$ cat src/rtl/stage2_pool_ctrl_pkg.sv
// Shared stage2 CNN defaults and a counter-width helper used by the pooling controller.
package stage2_pool_ctrl_pkg;

   localparam int unsigned STAGE2_CI       = 3;
   localparam int unsigned STAGE2_IBW      = 19;
   localparam int unsigned STAGE2_IN_W     = 8;
   localparam int unsigned STAGE2_IN_H     = 8;
   localparam int unsigned STAGE2_POOL     = 2;
   localparam int unsigned STAGE2_DRAIN_TO = 64;

   // Bits needed to hold values 0..n-1 (minimum 1).
   function automatic int unsigned cnt_w(input int unsigned n);
      return (n < 2) ? 1 : $clog2(n);
   endfunction

endpackage

$ cat src/rtl/stage2_pool_cnt.sv
// Parameterised 0..MAX counter with a terminal flag; wraps to 0 or saturates at MAX.
module stage2_pool_cnt
   import stage2_pool_ctrl_pkg::*;
#(
   parameter int unsigned MAX = 7,
   parameter bit          SAT = 1'b0
) (
   input  logic clk,
   input  logic reset_n,
   input  logic i_clr,
   input  logic i_en,
   output logic o_tc_c
);

   localparam int unsigned W = cnt_w(MAX + 1);

   logic [W-1:0] r_cnt;
   logic         w_tc;

   assign w_tc   = (r_cnt == W'(MAX));
   assign o_tc_c = w_tc;

   always_ff @(posedge clk or negedge reset_n) begin
      if (!reset_n) begin
         r_cnt <= '0;
      end else if (i_clr) begin
         r_cnt <= '0;
      end else if (i_en && !w_tc) begin
         r_cnt <= r_cnt + W'(1);
      end else if (i_en && !SAT) begin
         r_cnt <= '0;
      end
   end

endmodule

$ cat src/rtl/stage2_pool_ctrl.sv
// Frame controller around the stage2 pooling core: forwards conv pixels in, pooled results out,
// tracks frame progress and flags protocol/timeout errors.
module stage2_pool_ctrl
   import stage2_pool_ctrl_pkg::*;
#(
   parameter int unsigned IN_W     = STAGE2_IN_W,
   parameter int unsigned IN_H     = STAGE2_IN_H,
   parameter int unsigned POOL     = STAGE2_POOL,
   parameter int unsigned CI       = STAGE2_CI,
   parameter int unsigned IBW      = STAGE2_IBW,
   parameter int unsigned DRAIN_TO = STAGE2_DRAIN_TO
) (
   input  logic                clk,
   input  logic                reset_n,
   input  logic                i_start,
   output logic                o_busy,
   output logic                o_done,
   output logic                o_err,
   input  logic                i_conv_valid,
   input  logic [CI*IBW-1:0]   i_conv_fmap,
   output logic                o_pool_valid,
   output logic [CI*IBW-1:0]   o_pool_fmap,
   input  logic                i_pool_ot_valid,
   input  logic [CI*IBW-1:0]   i_pool_ot_fmap,
   output logic                o_ot_valid,
   output logic [CI*IBW-1:0]   o_ot_fmap,
   output logic                o_ot_last
);

   localparam int unsigned OUT_CNT = (IN_W / POOL) * (IN_H / POOL);
   localparam int unsigned DW      = cnt_w(DRAIN_TO);

   typedef enum logic [1:0] {
      S_IDLE  = 2'd0,
      S_RUN   = 2'd1,
      S_DRAIN = 2'd2,
      S_DONE  = 2'd3
   } state_t;

   state_t        r_state;
   state_t        w_state_nxt;
   logic [DW-1:0] r_drain;
   logic          r_out_full;

   logic w_start_acc;
   logic w_pix_acc;
   logic w_res_acc;
   logic w_col_tc;
   logic w_row_tc;
   logic w_out_tc;
   logic w_last_pix;
   logic w_out_done;
   logic w_drain_to;
   logic w_err_set;

   assign w_start_acc = (r_state == S_IDLE) && i_start;
   assign w_pix_acc   = (r_state == S_RUN) && i_conv_valid;
   // Results are accepted while a frame is live and until OUT_CNT have been forwarded.
   assign w_res_acc   = ((r_state == S_RUN) || (r_state == S_DRAIN)) && i_pool_ot_valid
                        && !r_out_full;
   assign w_last_pix  = w_pix_acc && w_col_tc && w_row_tc;
   assign w_out_done  = r_out_full || (w_res_acc && w_out_tc);
   assign w_drain_to  = (r_state == S_DRAIN) && (r_drain == DW'(DRAIN_TO - 1));
   assign w_err_set   = (i_conv_valid && (r_state != S_RUN))
                        || (i_pool_ot_valid && !w_res_acc)
                        || (w_drain_to && !w_out_done);

   stage2_pool_cnt #(.MAX(IN_W - 1), .SAT(1'b0)) u_col_cnt (
      .clk     (clk),
      .reset_n (reset_n),
      .i_clr   (w_start_acc),
      .i_en    (w_pix_acc),
      .o_tc_c  (w_col_tc)
   );

   stage2_pool_cnt #(.MAX(IN_H - 1), .SAT(1'b1)) u_row_cnt (
      .clk     (clk),
      .reset_n (reset_n),
      .i_clr   (w_start_acc),
      .i_en    (w_pix_acc && w_col_tc),
      .o_tc_c  (w_row_tc)
   );

   stage2_pool_cnt #(.MAX(OUT_CNT - 1), .SAT(1'b0)) u_out_cnt (
      .clk     (clk),
      .reset_n (reset_n),
      .i_clr   (w_start_acc),
      .i_en    (w_res_acc),
      .o_tc_c  (w_out_tc)
   );

   always_ff @(posedge clk or negedge reset_n) begin
      if (!reset_n) begin
         r_state <= S_IDLE;
      end else begin
         r_state <= w_state_nxt;
      end
   end

   always_comb begin
      w_state_nxt = r_state;
      case (r_state)
         S_IDLE:  if (i_start) w_state_nxt = S_RUN;
         S_RUN:   if (w_last_pix) w_state_nxt = S_DRAIN;
         S_DRAIN: if (w_out_done || w_drain_to) w_state_nxt = S_DONE;
         S_DONE:  w_state_nxt = S_IDLE;
         default: w_state_nxt = S_IDLE;
      endcase
   end

   // Registered outputs, drain timer and output-full flag.
   always_ff @(posedge clk or negedge reset_n) begin
      if (!reset_n) begin
         o_busy       <= 1'b0;
         o_done       <= 1'b0;
         o_err        <= 1'b0;
         o_pool_valid <= 1'b0;
         o_pool_fmap  <= '0;
         o_ot_valid   <= 1'b0;
         o_ot_fmap    <= '0;
         o_ot_last    <= 1'b0;
         r_drain      <= '0;
         r_out_full   <= 1'b0;
      end else begin
         o_busy       <= (w_state_nxt == S_RUN) || (w_state_nxt == S_DRAIN);
         o_done       <= (r_state == S_DONE);
         o_err        <= (o_err && !w_start_acc) || w_err_set;
         o_pool_valid <= w_pix_acc;
         o_ot_valid   <= w_res_acc;
         o_ot_last    <= w_res_acc && w_out_tc;
         if (w_pix_acc) begin
            o_pool_fmap <= i_conv_fmap;
         end
         if (w_res_acc) begin
            o_ot_fmap <= i_pool_ot_fmap;
         end
         if (w_start_acc) begin
            r_drain    <= '0;
            r_out_full <= 1'b0;
         end else begin
            if (r_state == S_DRAIN) begin
               r_drain <= r_drain + DW'(1);
            end
            if (w_res_acc && w_out_tc) begin
               r_out_full <= 1'b1;
            end
         end
      end
   end

endmodule

$ cat config.mk
export PLATFORM = sky130hd
export DESIGN_NAME = stage2_pool_ctrl
export DESIGN_NICKNAME = d
export VERILOG_FILES = /design/src/rtl/stage2_pool_ctrl_pkg.sv /design/src/rtl/stage2_pool_cnt.sv /design/src/rtl/stage2_pool_ctrl.sv
export SDC_FILE = /design/constraint.sdc
export NUM_CORES = 1
export LEC_CHECK = 0
export ABC_CLOCK_PERIOD_IN_PS = 1800
export CAP_MARGIN = 20
export CORE_MARGIN = 5
export CORE_UTILIZATION = 38
export DETAILED_ROUTE_END_ITERATION = 10
export GPL_TIMING_DRIVEN = 0
export PLACE_DENSITY = 0.74
export SYNTH_ARGS = -nofsm -noshare
export SYNTH_HDL_FRONTEND = slang
export SYNTH_SLANG_ARGS = --single-unit
$ cat constraint.sdc
create_clock -name clk -period 1.8 [get_ports clk]
set_input_delay 0.36 -clock clk [delete_from_list [all_inputs] [get_ports clk]]
set_output_delay 0.36 -clock clk [all_outputs]
set_load 0.1 [all_outputs]
======== Yosys cells after proc, flatten, opt, wreduce, memory -nomap -nowiden ========
Cells that the tools add are included.
operators by class
  add/subtract/negate cells ............... 4
  eq/ne operators ......................... 10
  multiplexer cells ....................... 16
  reductions and logical operators ........ 35
operators with widths
  operator                                                count
  logical AND 1 bit                                       15
  two-way mux 3 bit                                       5
  two-way mux 4 bit                                       3
  two-way mux 6 bit                                       2
  one-hot mux 2 bit (4 select lines)                      1
  logical NOT 1 bit                                       7
  logical OR 1 bit                                        7
  adder 3 x 1 -> 3 bit (second input constant)            2
  adder 6 x 1 -> 6 bit (second input constant)            1
  == test 2 bit (second input constant)                   3
  == test 3 bit (second input constant)                   2
  == test 6 bit (second input constant)                   1
  two-way mux 2 bit                                       3
  nonzero test 2 bit                                      3
  nonzero test 3 bit                                      2
  adder 4 x 1 -> 4 bit (second input constant)            1
  == test 2 x 1 -> 1 bit (second input constant)          2
  == test 4 bit (second input constant)                   1
  logical NOT 2 bit                                       1
  two-way mux 1 bit                                       2
  inequality test 2 x 1 -> 1 bit (second input constant)  1
storage, ports and cells
  register bits ........................... 139
  input port bits ......................... 119
  output and inout port bits .............. 120
  word-level logic and storage cells ...... 79

======== Logic depth before layout (Yosys ltp) ========
Gate-level depths: netlist (run 1).
  word-level depth ........................ 11
  mapped depth ............................ 10
  depth with buffers taken out ............ 8

======== Modules after synthesis ========
From an unflattened synthesis (run 1), not the netlist that was laid out.
unflattened totals
  cells, all modules ...................... 480
  area, all modules ....................... 5540.3 µm²
by module, submodules not included
  module                        instances  cells an instance  area an instance (µm²)  seq. area each (µm²)
  stage2_pool_ctrl              1          431                4999.8                  3228.1
  stage2_pool_cnt at u_out_cnt  1          22                 203.9                   100.1
  stage2_pool_cnt at u_row_cnt  1          15                 183.9                   75.1
  stage2_pool_cnt at u_col_cnt  1          12                 152.6                   75.1

======== Least setup slack after synthesis (run 1) ========
OpenSTA, ideal clock, no wires.
  path kind ............................... register to register
  start ................................... register r_state[0]
  end ..................................... register u_out_cnt.r_cnt[3]
  setup time .............................. 78 ps
  arrival ................................. 1717 ps
  data required time ...................... 1722 ps
  setup slack ............................. 5 ps
  stages on the path, launching flop included .. 10
  path buffers ............................ 1
  clock period less this slack ............ 1795 ps
  cell sequence ........................... dfrtp_1 inv_1 ha_1 nand2_1 or2_1 buf_6 clkinv_2 nand2_1 or3_1 a21oi_1
on the way
  cells in the longest elaborated chain, start to end .. 7
  elaborated cells between the ends (all ways) .. 11
  those cells by class .................... eq/ne (2); mux (2); reduce/logical (7)
RTL lines
  element                                                  line                    text
  start, declared                                          stage2_pool_ctrl.sv:40  state_t r_state;
  start signal, assigned                                   stage2_pool_ctrl.sv:96  r_state <= w_state_nxt;
  == test 2 x 1 -> 1 bit or == test 2 bit (tied branches)  stage2_pool_ctrl.sv:59  assign w_res_acc = ((r_state == S_RUN) || (r_state == S_DRAIN)) && i_pool_ot_valid
  logical OR 1 bit                                         stage2_pool_ctrl.sv:59
  logical AND 1 bit                                        stage2_pool_ctrl.sv:59
  logical AND 1 bit                                        stage2_pool_ctrl.sv:60  && !r_out_full;
  logical AND 1 bit                                        stage2_pool_cnt.sv:28   end else if (i_en && !w_tc) begin
  two-way mux 4 bit                                        stage2_pool_cnt.sv:28
  two-way mux 4 bit                                        stage2_pool_cnt.sv:26   end else if (i_clr) begin
  end signal, assigned                                     stage2_pool_cnt.sv:29   r_cnt <= r_cnt + W'(1);
  end, declared                                            stage2_pool_cnt.sv:17   logic [W-1:0] r_cnt;
Several ways; a longest one is shown, not always the timed one.
A chain may end at the register's enable or synchronous reset.

======== Final worst setup path (run 1) ========
Ends and elaborated chain as after synthesis.

==> impl_metrics.tcl, run 1 <==
set metrics [dict create \
    syn-mean-instance-area_um2 11.38 \
    timing_worst_setup_path_type "register to register" \
    die_area_um2 16800 \
    reg2reg_slack_ps 30 \
    vias 4374 \
    port_buffers 238 \
    timing.clock.skew_ps 6.180 \
    fp.coreArea_um2 13930 \
    synth.most_common_cell "sky130_fd_sc_hd__nand2_1" \
    detail_route.drc_violations 0 \
    final.period_utilization_pct 98.35 \
    multi_input_comb_area_um2 1881 \
    ys_top_cells_by_area "sky130_fd_sc_hd__dfrtp_1, sky130_fd_sc_hd__nand2_1, sky130_fd_sc_hd__mux2_2" \
    fillers 1054 \
    fp.dieW_um 129.6 \
    timing.slew.headroom_pct 60.79 \
    cts_num_sinks 139 \
    final.min_clock_period_ps 1770 \
    status "complete, no violations" \
    postSynthNetCount 608 \
    synth_seq_cells 139 \
    timing_hold_violations_final 0 \
    antenna_violating_nets_post_route 0 \
    buffer_and_inverter_count_on_the_worst_path 3 \
    max_cap_viol_count 0 \
    worstMarginPinSlew_ps 590.9 \
    wl_per_cell_um 15.72 \
    gpl.final_weighted_congestion 0.7965 \
    final_net_count 875 \
    layout.area.seq_um2 3478 \
    gr-usage-all-layers_pct 17.85 \
    worst_hold_check_slack_ps 459.0 \
    cts_htree_levels 4 \
    tritoncts_buffer_count 17 \
    vias_per_cell 4.663 \
    clkSlewWorstSetupHoldPaths_ps 60 \
    synth_async_sr_flop_share_pct 100.0 \
    timing.critical_path.slowest_cell_delay_ps 370 \
    critical_path_required_ps 2130 \
    setup_viol 0 \
    post_synth_num_cell_types 34 \
    critical_path_arrival_ps 2100 \
    number_of_global_route_vias_before_repair 4782 \
    cts_root_buffer "sky130_fd_sc_hd__clkbuf_16" \
    dominant_synthesized_flop_cell "sky130_fd_sc_hd__dfrtp_1" \
    start_kind "register" \
    post_synthesis_cell_area_um2 5438 \
    routed_wl_um 14750 \
    die_y_um 129.6 \
    floorplan.io_pins 239 \
    dp_hpwl_um 11030 \
    cpLargestDelayFamily "simple AND/OR/NAND/NOR gates" \
    cp-end-kind "register" \
    yosys.area.top_type_share_pct 63.97 \
    drt_pass1_iterations 6 \
    sequential_element_share_of_the_synthesized_area_pct 63.97 \
    yosys-top-cells-count "sky130_fd_sc_hd__nand2_1, sky130_fd_sc_hd__dfrtp_1, sky130_fd_sc_hd__mux2_2" \
    setup-tns-final_ps 0 \
    worst_skew_pair.late_latency_ps 400 \
    grt_start_max_net_pins 92 \
    maximum_root_to_sink_buffer_count 2 \
    synthesis.instances 478 \
    critical_path.cell_chain "inv_2 > ha_4 > nand2_1 > or2_1 > buf_6 > clkinv_8 > nand2_4 > or3_4 > a21oi_2" \
    fmax_mhz 564.9 \
    number_of_enable_flip_flop_cells_after_synthesis 0 \
    diode_count 0 \
    area.growth.synth_to_final_pct 66.98 \
    ys.warnings.count 0 \
    synth.largest_area_cell "sky130_fd_sc_hd__dfrtp_1" \
    worst_min_path_class "input port to asynchronous set/reset pin" \
    slew_violations 0 \
    grt_overflow 0 \
    initial_core_util_pct 39.02 \
    core.rowCount 43 \
    final_layout_size_suffix_gt1_share_pct 32.45 \
    antenna_found_initial 0 \
    cpMaxStageDelayCell "sky130_fd_sc_hd__dfrtp_1" \
    tritoncts "done" \
    drt_iter0_drc 126 \
    grt_first_pass_wirelength_um 23540 \
    rsz0062_at_grt "yes" \
    cp_max_fo 7 \
]
## final timing paths
path / depth (start not counted) / from / to
hold reg to reg: 2 / o_ot_fmap[20] / o_ot_fmap[20]
setup / recovery: 9 / r_state[0] / u_out_cnt.r_cnt[3]
setup reg to reg: 9 / r_state[0] / u_out_cnt.r_cnt[3]
min in group clk: 2 / o_ot_fmap[20] / o_ot_fmap[20]
hold / removal: 2 / reset_n / o_ot_fmap[46]
max in group asynchronous: 3 / reset_n / u_row_cnt.r_cnt[2]
## sequential cells by signal, indices dropped and copies added, names as in the netlist, 2 cells and up
signal / flops
o_ot_fmap: 57
r_state: 2
o_pool_fmap: 57
u_row_cnt.r_cnt: 3
r_drain: 6
u_out_cnt.r_cnt: 4
u_col_cnt.r_cnt: 3
## area by class of cell
class / count / area share [%]
Clock inverter: 7 / 1.764
Sequential cell: 139 / 38.31
Multi-Input combinational cell: 311 / 20.71
Timing Repair Buffer: 250 / 29.28
Inverter: 6 / 0.4134
Clock buffer: 25 / 5.347
Buffer: 20 / 1.695
Tap cell: 180 / 2.480
## cell usage in the layout (no fill, tap or decap), types with 2 or more instances in the layout
master	instances
sky130_fd_sc_hd__inv_1	2
sky130_fd_sc_hd__mux2_1	2
sky130_fd_sc_hd__clkdlybuf4s50_1	117
sky130_fd_sc_hd__mux2i_1	3
sky130_fd_sc_hd__nand2_1	177
sky130_fd_sc_hd__clkinv_2	2
sky130_fd_sc_hd__inv_2	2
sky130_fd_sc_hd__nor3_1	2
sky130_fd_sc_hd__clkbuf_16	17
sky130_fd_sc_hd__clkbuf_1	6
sky130_fd_sc_hd__xor2_1	5
sky130_fd_sc_hd__nor3b_1	2
sky130_fd_sc_hd__and2_1	3
sky130_fd_sc_hd__mux2_2	55
sky130_fd_sc_hd__nand3_1	3
sky130_fd_sc_hd__clkbuf_2	5
sky130_fd_sc_hd__clkbuf_8	3
sky130_fd_sc_hd__buf_6	7
sky130_fd_sc_hd__xnor2_1	2
sky130_fd_sc_hd__bufinv_16	5
sky130_fd_sc_hd__o31ai_1	2
sky130_fd_sc_hd__a21oi_1	6
sky130_fd_sc_hd__nor2_1	18
sky130_fd_sc_hd__clkdlybuf4s15_2	120
sky130_fd_sc_hd__buf_4	15
sky130_fd_sc_hd__o21ai_0	3
sky130_fd_sc_hd__ha_1	9
sky130_fd_sc_hd__dfrtp_1	139
sky130_fd_sc_hd__nand2_4	2
## routing by layer
| metal | up-vias | track usage (%) | part of all wire, % |
|---|---|---|---|
| met1 | 2064 | 20.22 | 39 |
| li1 | 2098 | - | - |
| met5 | - | 0 | 0 |
| met2 | 190 | 30.42 | 49 |
| met3 | 22 | 7.543 | 11 |
| met4 | 0 | 6.051 | 1.5 |
## per-stage QoR
step           instance area [um^2]  util, %  worst slack (ps)  std cells
2_1_floorplan                  5438        -             5.058        478
3_3_place_gp                   8045    57.74             -5062        896
3_5_place_dp                   8074    57.94            -419.4        897
4_1_cts                        8996    64.56            -1.804        936
5_1_grt                        9080    65.16            -56.57        938
6_report                       9080    65.16             29.78        938
## repair_timing
action | CTS | global route
gates resized for setup | 380 | 41
setup endpoints to repair | 252 | 104
hold endpoints to repair | 48 | 0
hold buffers | 1 | 0
setup buffers | 7 | 3
pin swaps | 2 | 1
## cell families (layout without fill, tap and decap cells)
family / count (synthesis) / after routing / share of synthesized area, %
compound gates: 20 / 20 / 2.278
simple gates: 213 / 213 / 15.39
buf+inv: 28 / 308 / 2.347
flops: 139 / 139 / 63.97
fa+ha+maj: 11 / 11 / 2.531
mux: 60 / 60 / 12.36
xor+xnor: 7 / 7 / 1.127
## worst reg2reg max path: stages (launching register included)
cell,delay [ps]
sky130_fd_sc_hd__dfrtp_1,370
sky130_fd_sc_hd__inv_2,80
sky130_fd_sc_hd__ha_4,270
sky130_fd_sc_hd__nand2_1,50
sky130_fd_sc_hd__or2_1,220
sky130_fd_sc_hd__buf_6,150
sky130_fd_sc_hd__clkinv_8,70
sky130_fd_sc_hd__nand2_4,50
sky130_fd_sc_hd__or3_4,330
sky130_fd_sc_hd__a21oi_2,110
Power of run 1 is left out: the tool's default activity adds up to more than one toggle a clock period on the data nets, which glitch-free logic cannot reach.
==> run 2: changes to the inputs <==
CAP_MARGIN = 25   (was 20)
==> results of run 2 <==
The final DEF is identical to that of run 1; final timing and power are the same.
Power of run 2 is left out for the same reason.
